`src/rtl/key_event_source.sv`:
```
// rtl/key_event_source.sv - PS/2 scan codes to queued, interrupt-driven key codes for the processor
module key_event_source #(
  parameter int DEPTH = 4
) (
  input  logic                     clk,
  input  logic                     reset,
  input  logic [7:0]               scan_code,
  input  logic                     scan_done_tick,
  input  logic                     interrupt_ack,
  input  logic                     read_strobe,
  output logic [7:0]               in_port_data,
  output logic                     interrupt,
  output logic [$clog2(DEPTH):0]   fifo_count,
  output logic                     overflow
);

  localparam int AW = $clog2(DEPTH);
  localparam logic [AW:0] FULL_COUNT = (AW + 1)'(DEPTH);

  typedef enum logic [1:0] {IDLE, REQ, WAIT_RD, GAP} state_t;

  state_t        state;
  state_t        next_state;

  logic          break_flag;
  logic          ext_flag;
  logic          map_hit;
  logic [7:0]    map_code;
  logic          evt_valid;
  logic [7:0]    evt_code;

  logic [7:0]    mem [DEPTH];
  logic [AW-1:0] rd_ptr;
  logic [AW-1:0] wr_ptr;
  logic [7:0]    head;
  logic          fifo_full;
  logic          pop;
  logic          push_ok;

  logic          next_interrupt;
  logic [7:0]    next_data;

  // Make-code to firmware key-code lookup
  always_comb begin
    map_hit  = 1'b1;
    map_code = 8'h00;
    case (scan_code)
      8'h1D:   map_code = 8'h57;
      8'h1B:   map_code = 8'h53;
      8'h1C:   map_code = 8'h41;
      8'h23:   map_code = 8'h44;
      8'h43:   map_code = 8'h49;
      8'h4D:   map_code = 8'h50;
      8'h2D:   map_code = 8'h08;
      default: map_hit  = 1'b0;
    endcase
  end

  // Prefix tracking and event generation; a byte following F0/E0 is swallowed
  always_ff @(posedge clk or negedge reset) begin
    if (!reset) begin
      break_flag <= 1'b0;
      ext_flag   <= 1'b0;
      evt_valid  <= 1'b0;
      evt_code   <= 8'h00;
    end else begin
      evt_valid <= 1'b0;
      if (scan_done_tick) begin
        if (scan_code == 8'hF0) begin
          break_flag <= 1'b1;
        end else if (scan_code == 8'hE0) begin
          ext_flag <= 1'b1;
        end else begin
          break_flag <= 1'b0;
          ext_flag   <= 1'b0;
          evt_valid  <= map_hit && !break_flag && !ext_flag;
          evt_code   <= map_code;
        end
      end
    end
  end

  assign head      = mem[rd_ptr];
  assign fifo_full = (fifo_count == FULL_COUNT);
  assign pop       = (state == WAIT_RD) && read_strobe;
  // When full, a simultaneous pop frees the head slot, which wr_ptr then reuses
  assign push_ok   = evt_valid && (!fifo_full || pop);

  // Event storage; contents are meaningless once the pointers are reset
  always_ff @(posedge clk) begin
    if (push_ok) begin
      mem[wr_ptr] <= evt_code;
    end
  end

  // FIFO pointers, occupancy and sticky drop flag
  always_ff @(posedge clk or negedge reset) begin
    if (!reset) begin
      rd_ptr     <= '0;
      wr_ptr     <= '0;
      fifo_count <= '0;
      overflow   <= 1'b0;
    end else begin
      if (push_ok) wr_ptr <= wr_ptr + AW'(1);
      if (pop)     rd_ptr <= rd_ptr + AW'(1);
      if (push_ok && !pop)      fifo_count <= fifo_count + 1'b1;
      else if (pop && !push_ok) fifo_count <= fifo_count - 1'b1;
      if (evt_valid && !push_ok) overflow <= 1'b1;
    end
  end

  // Presentation state register
  always_ff @(posedge clk or negedge reset) begin
    if (!reset) state <= IDLE;
    else        state <= next_state;
  end

  // Presentation next-state logic
  always_comb begin
    next_state = state;
    case (state)
      IDLE:    if (fifo_count != '0) next_state = REQ;
      REQ:     if (interrupt_ack)    next_state = WAIT_RD;
      WAIT_RD: if (read_strobe)      next_state = GAP;
      default: next_state = IDLE;
    endcase
  end

  // Output values for the upcoming state; data is zero outside REQ/WAIT_RD
  always_comb begin
    next_interrupt = (next_state == REQ);
    next_data      = 8'h00;
    if (next_state == REQ || next_state == WAIT_RD) next_data = head;
  end

  // Registered outputs so the processor sees glitch-free pins
  always_ff @(posedge clk or negedge reset) begin
    if (!reset) begin
      interrupt    <= 1'b0;
      in_port_data <= 8'h00;
    end else begin
      interrupt    <= next_interrupt;
      in_port_data <= next_data;
    end
  end

endmodule

```
`config.mk`:
```
export PLATFORM = sky130hd
export DESIGN_NAME = key_event_source
export DESIGN_NICKNAME = d
export VERILOG_FILES = /design/src/rtl/key_event_source.sv
export SDC_FILE = /design/constraint.sdc
export NUM_CORES = 1
export LEC_CHECK = 0
export CAP_MARGIN = 20
export CORE_ASPECT_RATIO = 1.1
export CORE_MARGIN = 8
export CORE_UTILIZATION = 45
export DETAILED_ROUTE_END_ITERATION = 10
export PLACE_DENSITY = 0.66
export SLEW_MARGIN = 20
export SYNTH_ARGS = -nofsm -noshare
export SYNTH_HDL_FRONTEND = slang
export SYNTH_SLANG_ARGS = --single-unit
```
`constraint.sdc`:
```
create_clock -name clk -period 3.25 [get_ports clk]
set_clock_uncertainty 0.2 [all_clocks]
set_input_delay 0.4875 -clock clk [delete_from_list [all_inputs] [get_ports clk]]
set_output_delay 0.4875 -clock clk [all_outputs]
set_load 0.02 [all_outputs]
```
-- After elaboration in Yosys (flattened, before gate mapping)
Memory sizes are Yosys's and may differ from the RTL's.
Cells that the tools add are included.
- flip-flop bits (word level): 30
- memory bits (writable): 32
- input port bits: 13
- output and inout bits: 13
- logic and storage cells: 71
- memories kept: 1
- $add $sub $neg: 4
- equality and inequality tests: 15
- muxes and demuxes: 17
- bitwise gates (word level): 2
- reductions and logical operators: 21
- memory list (memory ; words ; bits a word ; rd ports ; clocked after Yosys merged registers in ; wr ports ; line ; source):
    mem ; 4 ; 8 ; 1 ; 0 ; 1 ; 32 ; logic [7:0] mem [DEPTH];
- operators with widths (kind ; number):
    $pmux 7 s7 ; 1
    $eq 8x5->1 const B ; 3
    $eq 8x6->1 const B ; 2
    $eq 8x7->1 const B ; 2
    $eq 8x8->1 const B ; 2
    $mux 1 ; 9
    $mux 8 ; 1
    $logic_and 1x1->1 ; 7
    $reduce_or 7->1 ; 1
    $mux 2 ; 3
    $mux 3 ; 2
    $pmux 2 s3 ; 1
    $logic_not 1->1 ; 5
    $add 2x1->2 const B ; 2
    $eq 2x1->1 const B ; 2
    $eq 2x2->1 const B ; 2
    $reduce_and 2->1 ; 2
    $add 3x1->3 const B ; 1
    $eq 3x3->1 const B ; 1
    $reduce_and 3->1 ; 1
    $reduce_bool 3->1 ; 1
    $sub 3x1->3 const B ; 1
    $logic_not 2->1 ; 1
    $logic_or 1x1->1 ; 2
    3 further kinds ; 4

-- Logic depth before layout (Yosys ltp)
Gate-level depths: netlist of the first run.
- depth in word-level cells: 8
- gate-level depth with buffers: 8
- mapped depth without buffers: 8

-- Least setup slack after synthesis of the first run
Ideal clock, no wire load.
- path kind: input port to flip-flop
- start: input port read_strobe
- end: register fifo_count[2]
- setup time: 0.080 ns
- arrival time: 2.025 ns
- required time: 2.970 ns
- slack: 0.945 ns
- stages on the path: 8
- path buffers: 0
- cell sequence: nand3b_1 a31oi_2 ha_1 inv_1 fa_1 xor2_1 nor2_1 xor2_1
- longest elaborated chain between the ends: 6
- elaborated cells on any way between the ends: 9
- classes of those cells: mux: 1; reduce/logical: 8
- ends and longest elaborated chain (element ; line ; source):
    start, declared ; 10 ; input logic read_strobe,
    $logic_and 1x1->1 (*) ; 85 ; assign pop = (state == WAIT_RD) && read_strobe;
    $logic_or 1x1->1 (*) ; 87 ; assign push_ok = evt_valid && (!fifo_full || pop);
    $logic_and 1x1->1 (*) ; 87 ;
    via push_ok ; 38 ; logic push_ok;
    $logic_not 1->1 ; 107 ; else if (pop && !push_ok) fifo_count <= fifo_count - 1'b1;
    $logic_and 1x1->1 ; 107 ;
    $reduce_bool 2->1 (no source line) ; -- ;
    end signal, assigned ; 106 ; if (push_ok && !pop) fifo_count <= fifo_count + 1'b1;
    end signal, assigned ; 107 ;
    end, declared ; 13 ; output logic [$clog2(DEPTH):0] fifo_count,
Mark *: on every way through the listed nets, which the timed path passes. The rest lies on a longest branch.
A chain may end at the register's enable or synchronous reset.

-- Final worst setup path of the first run
Ends and elaborated chain as after synthesis.

==> qor.yml, run 1 <==
run_status: "finished clean"
synth_area_mm2: 0.00231
clkTransAtPathRegs_ns: 0.09
fin_setup_tns_ns: 0
clockPowerShare_pct: 25.6
hold_path.class: "register to register"
grt_max_degree: 27
max_stage_delay_ns: 0.49
ir_drop_v: 0.000301
period_share_pct: 78.3
synth_cell_types: 44
die_y_um: 91.1
yosys_most_used_dff: "dfrtp_1"
area_delta_synth_final_pct: 17.3
drv_cap: 0
cts-resized-gates: 0
fill_cells: 401
vias: 1329
grt_pass1_wl_um: 6530
wl_per_cell_um: 15.3
drc: 0
path_buf_inv: 2
grt_pass1_vias: 1377
place_area_mm2: 0.00257
ioPinCount: 26
hpwl_um: 2850
synth.largest_area_cell: "edfxtp_1"
tritoncts: "done"
final_antenna_net_count: 0
required_ns: 3.27
final-hold-violation-count: 0
seqPwrFrac_pct: 45.0
yosysTopAreaCellShare_pct: 31.3
power.share.switching_pct: 29.3
multi_input_area_um2: 835
crit_type: "primary input to register"
drt_iter0_markers: 52
dieArea_mm2: 0.00767
first_pass_iters: 5
antenna_found_initial: 0
post_synth.cell_area_avg_um2: 14.1
path_max_fanout: 5
finalSetupViolations: 0
final_nets: 210
synth-seq-cells: 50
core_area_mm2: 0.00497
pwr_density_cell_mw_per_mm2: 716
power.switching_uw: 567
initial_core_util_pct: 46.4
synthCells: 164
p_int_uw: 1370
crit_chain: "clkdlybuf4s50_1, nand3b_1, a31oi_2, ha_1, inv_1, fa_1, xor2_1, nor2_1, xor2_1"
layout_commonest_cell: "dfrtp_1"
max_freq_ghz: 0.393
cts.sinks: 50
antenna_cells: 0
cts_hold_buffers: 0
critPathTopFamily: "adder cells"
grt_overflow: 0
hold_slack_ns: 0.251
synth_enable_flop_cells: 24
final_cells: 249
stdcell_area_mm2: 0.00271
crit_top_cell: "xor2_1"
combPwrFrac_pct: 29.5
portBuffers: 23
rsz0062_at_grt: "no"
ys_seq_area_share_pct: 59.5
setup.worst_path.end_class: "register"
rows: 27
async_reset_ff_share_pct: 52.0
h-tree-depth: 2
grt_usage_pct: 10.4
cts_buffers: 5
cts_root_buf: "clkbuf_8"
fin_crit_ns: 2.55
postCtsSetupRepairBufs: 0
slew_violations: 0
drt-total-wl_um: 3800
synth_area_leaders: "edfxtp_1, dfrtp_1, mux4_2"
insertion_delay_ns: 0.29
yosysWarnings: 0
worstPathArrival_ns: 2.57
dp_cells: 241
die_w_um: 84.3
gp_congestion: 0.815
vias_per_cell: 5.34
power.leakage_uw: 0.00107
cp-start-kind: "primary input"
drive_above_1_share_pct: 13.1
cts_buffer_depth: 2
mostFrequentLayoutCells: "dfrtp_1, edfxtp_1, clkdlybuf4s50_1, inv_1, nor2b_1"
seq_area_mm2: 0.00137
crit_slowest_cell: "clkdlybuf4s50_1"
[state kept, by name, summed over array words and instances, names as in the netlist, 2 cells and up]
register / cells
rd_ptr: 2
mem: 24
fifo_count: 3
evt_code: 6
state: 2
in_port_data: 6
wr_ptr: 2
[routing by layer]
layer	up-vias	GRT usage, %	wire length (um)	part of all wire [%]
li1	646	-	-	-
met1	651	11.3	1610	42
met2	26	18.5	1970	52
met3	6	2.95	176	4.6
met4	0	3.89	46	1.2
met5	-	0	0	0
[stage by stage]
step	utilization [%]	worst slack, ns	power [uW]
after floorplan	-	0.945	1240
final	54.5	0.705	1940
after CTS	54.5	0.694	1960
after detailed placement	51.8	0.413	1460
after global placement	51.8	0.542	1440
after global routing	54.5	0.585	2050
[cell usage after synthesis, types with 2 or more instances]
library cell and number:
a21o_1 4, a21oi_1 4, a31oi_1 3, and2_1 7, and2b_2 2, buf_4 3, buf_6 3, dfrtp_1 26
edfxtp_1 24, ha_1 6, inv_1 9, mux4_2 6, nand2_1 6, nand3b_1 4, nor2_1 6, nor2b_1 9
nor3_1 3, nor3b_1 3, o21ai_0 5, o41ai_1 2, xnor2_1 3, xor2_1 4
[final cells by class]
cell class              instances  share of cell area, %
well taps                      58                   2.68
multi-input cells              97                   30.9
flip-flops and latches         50                   50.7
clock inverters                 3                   2.36
clock buffers                   5                   2.54
repair buffers                 27                   9.62
inverters                       9                   1.25
[power by group through the flow]
stage                     logic [uW]  registers, uW  clock network, uW
after floorplan                  328            913                  0
after global placement           556            884                  0
after detailed placement         576            887                  0
after CTS                        582            875                503
after global routing             632            892                527
final                            570            871                495
[final timing paths]
kind                                       from                   endpoint  slack, ns  cells after the start
hold / removal             ext_flag$_DFFE_PN0P_        evt_valid$_DFF_PN0_       0.25                      1
hold reg to reg            ext_flag$_DFFE_PN0P_        evt_valid$_DFF_PN0_       0.25                      1
min in group asynchronous                 reset  in_port_data[4]$_DFF_PN0_       0.36                      2
setup / recovery                    read_strobe  fifo_count[2]$_DFFE_PN0P_       0.70                      9
setup reg to reg             state[0]$_DFF_PN0_  fifo_count[2]$_DFFE_PN0P_       0.88                      8
max in group asynchronous                 reset      wr_ptr[0]$_DFFE_PN0P_       2.22                      2
[kinds of logic after synthesis]
group	Yosys count	share of synthesized area, %
flip-flops	50	59.5
AND/OR/NAND/NOR	45	11.9
AO/OA/AOI/OAI	28	9.60
buffers and inverters	18	4.50
XOR/XNOR	8	3.85
adder cells (fa/ha/maj)	7	4.12
multiplexers	7	6.35
other	1	0.163
[worst reg2reg max path, cell delays in order, from the launching register on]
cell and delay (ns):
dfrtp_1 0.42, nand3b_1 0.29, a31oi_2 0.28, ha_1 0.23, inv_1 0.07, fa_1 0.37
xor2_1 0.16, nor2_1 0.12, xor2_1 0.17
(Power assumes the default switching activity.)
==> run 2, diff against run 1 <==
clock period = 2.5 ns   (was 3.25 ns; I/O delays follow)
==> qor.yml, run 2 (same netlist as run 1, synthesis figures left out) <==
grt_pass1_wl_um: 7070
finalSetupViolations: 0
layout_commonest_cell: "dfrtp_1"
path_max_fanout: 2
largest-register: "mem"
postCtsSetupRepairBufs: 0
die_w_um: 84.3
reg2reg_slack_ns: 0.28
drc: 0
h-tree-depth: 2
worstPathArrival_ns: 2.30
final_nets: 213
rr_worst_depth: 8
cts.sinks: 50
drv_cap: 0
fin_ws_ns: 0.231
clockPowerShare_pct: 22.7
required_ns: 2.53
slew_violations: 0
power.switching_uw: 727
first_pass_iters: 4
critPathLaunch: "read_strobe"
drt_iter0_markers: 73
wl_per_cell_um: 15.4
dpl_worst_slack_ns: -0.0943
max_freq_ghz: 0.441
tritoncts: "done"
power_uw: 2410
ioPinCount: 26
pwr_density_cell_mw_per_mm2: 891
fill_cells: 403
antenna_found_initial: 0
rsz0062_at_grt: "no"
cts_buffers: 5
drt-total-wl_um: 3870
final-hold-violation-count: 0
fin_setup_tns_ns: 0
p_int_uw: 1680
largest_reg_flops: 24
run_status: "finished clean"
setup.worst_path.end_class: "register"
seqPwrFrac_pct: 47.0
vias_per_cell: 5.33
power.leakage_uw: 0.00108
insertion_delay_ns: 0.30
multi_input_area_um2: 835
hold_slack_ns: 0.235
gp_congestion: 0.861
drive_above_1_share_pct: 14.9
die_y_um: 91.1
area_delta_synth_final_pct: 17.3
grt_usage_pct: 11.2
power.share.switching_pct: 30.2
clkTransAtPathRegs_ns: 0.09
vias: 1343
grt_overflow: 0
antenna_cells: 0
ir_drop_v: 0.000336
grt_max_degree: 27
initial_core_util_pct: 46.4
grt_pass1_vias: 1468
cts-resized-gates: 0
reg_top3: "mem x24, evt_code x6, in_port_data x6"
rows: 27
seq_area_mm2: 0.00137
hold_path.class: "primary input to asynchronous set/reset pin"
final_antenna_net_count: 0
crit_type: "primary input to register"
cts_buffer_depth: 2
portBuffers: 23
period_share_pct: 90.8
combPwrFrac_pct: 30.3
cts_hold_buffers: 0
r2r_end: "fifo_count[2]$_DFFE_PN0P_"
dieArea_mm2: 0.00767
r2r_start: "state[0]$_DFF_PN0_"
cp-start-kind: "primary input"
hpwl_um: 2940
core_area_mm2: 0.00497
fin_crit_ns: 2.27
mostFrequentLayoutCells: "dfrtp_1, edfxtp_1, clkdlybuf4s50_1, inv_1, nor2b_1"
cts_root_buf: "clkbuf_8"
run 2: cell types whose count changed in the layout (fill, tap and decap cells not counted):
| cell | delta |
|---|---|
| buf_4 | +3 |
| clkinv_2 | +2 |
| bufinv_16 | -1 |
| clkinv_1 | -1 |
run 2: worst max-delay path: stages:
cell and delay, ns:
clkdlybuf4s50_1 0.49, nand3b_1 0.13, a31oi_2 0.25, ha_1 0.22, inv_1 0.06, fa_1 0.38
xor2_1 0.15, nor2_1 0.11, xor2_1 0.15
run 2: area by class of cell:
| type | count | share of cell area [%] |
|---|---|---|
| tap | 58 | 2.68 |
| timing repair buffer | 30 | 10.5 |
| sequential | 50 | 50.7 |
| clock inverter | 3 | 1.48 |
| clock buffer | 5 | 2.55 |
| multi-input combinational | 97 | 30.9 |
| inverter | 9 | 1.25 |
run 2: how the worst max path moves through the flow:
stage	to	cells past startpoint
2_1_floorplan	fifo_count[2]$_DFFE_PN0P_	8
3_3_place_gp	fifo_count[2]$_DFFE_PN0P_	9
3_5_place_dp	fifo_count[2]$_DFFE_PN0P_	9
4_1_cts	fifo_count[2]$_DFFE_PN0P_	9
5_1_grt	fifo_count[2]$_DFFE_PN0P_	9
6_report	fifo_count[2]$_DFFE_PN0P_	9
run 2: through the flow:
step,util (%),instances,cell area (um2)
after floorplan,-,165,2310
after global placement,52.3,244,2590
after detailed placement,52.3,244,2590
after CTS,54.4,252,2700
after global routing,54.4,252,2700
final,54.4,252,2700
run 2: layer usage:
metal / wire length (um) / vias up / part of all wire [%] / GRT usage [%]
li1: - / 644 / - / -
met1: 1520 / 660 / 39 / 12.1
met3: 205 / 7 / 5.3 / 3.49
met4: 61 / 0 / 1.6 / 4.32
met2: 2090 / 32 / 54 / 19.9
met5: 0 / - / 0 / 0
run 2: power by group through the flow:
stage / Clock [uW] / Sequential (uW) / Combinational, uW
detailed placement: 0 / 1150 / 748
floorplan: 0 / 1190 / 427
finish: 546 / 1130 / 731
CTS: 560 / 1140 / 749
global route: 592 / 1160 / 823
global placement: 0 / 1150 / 728
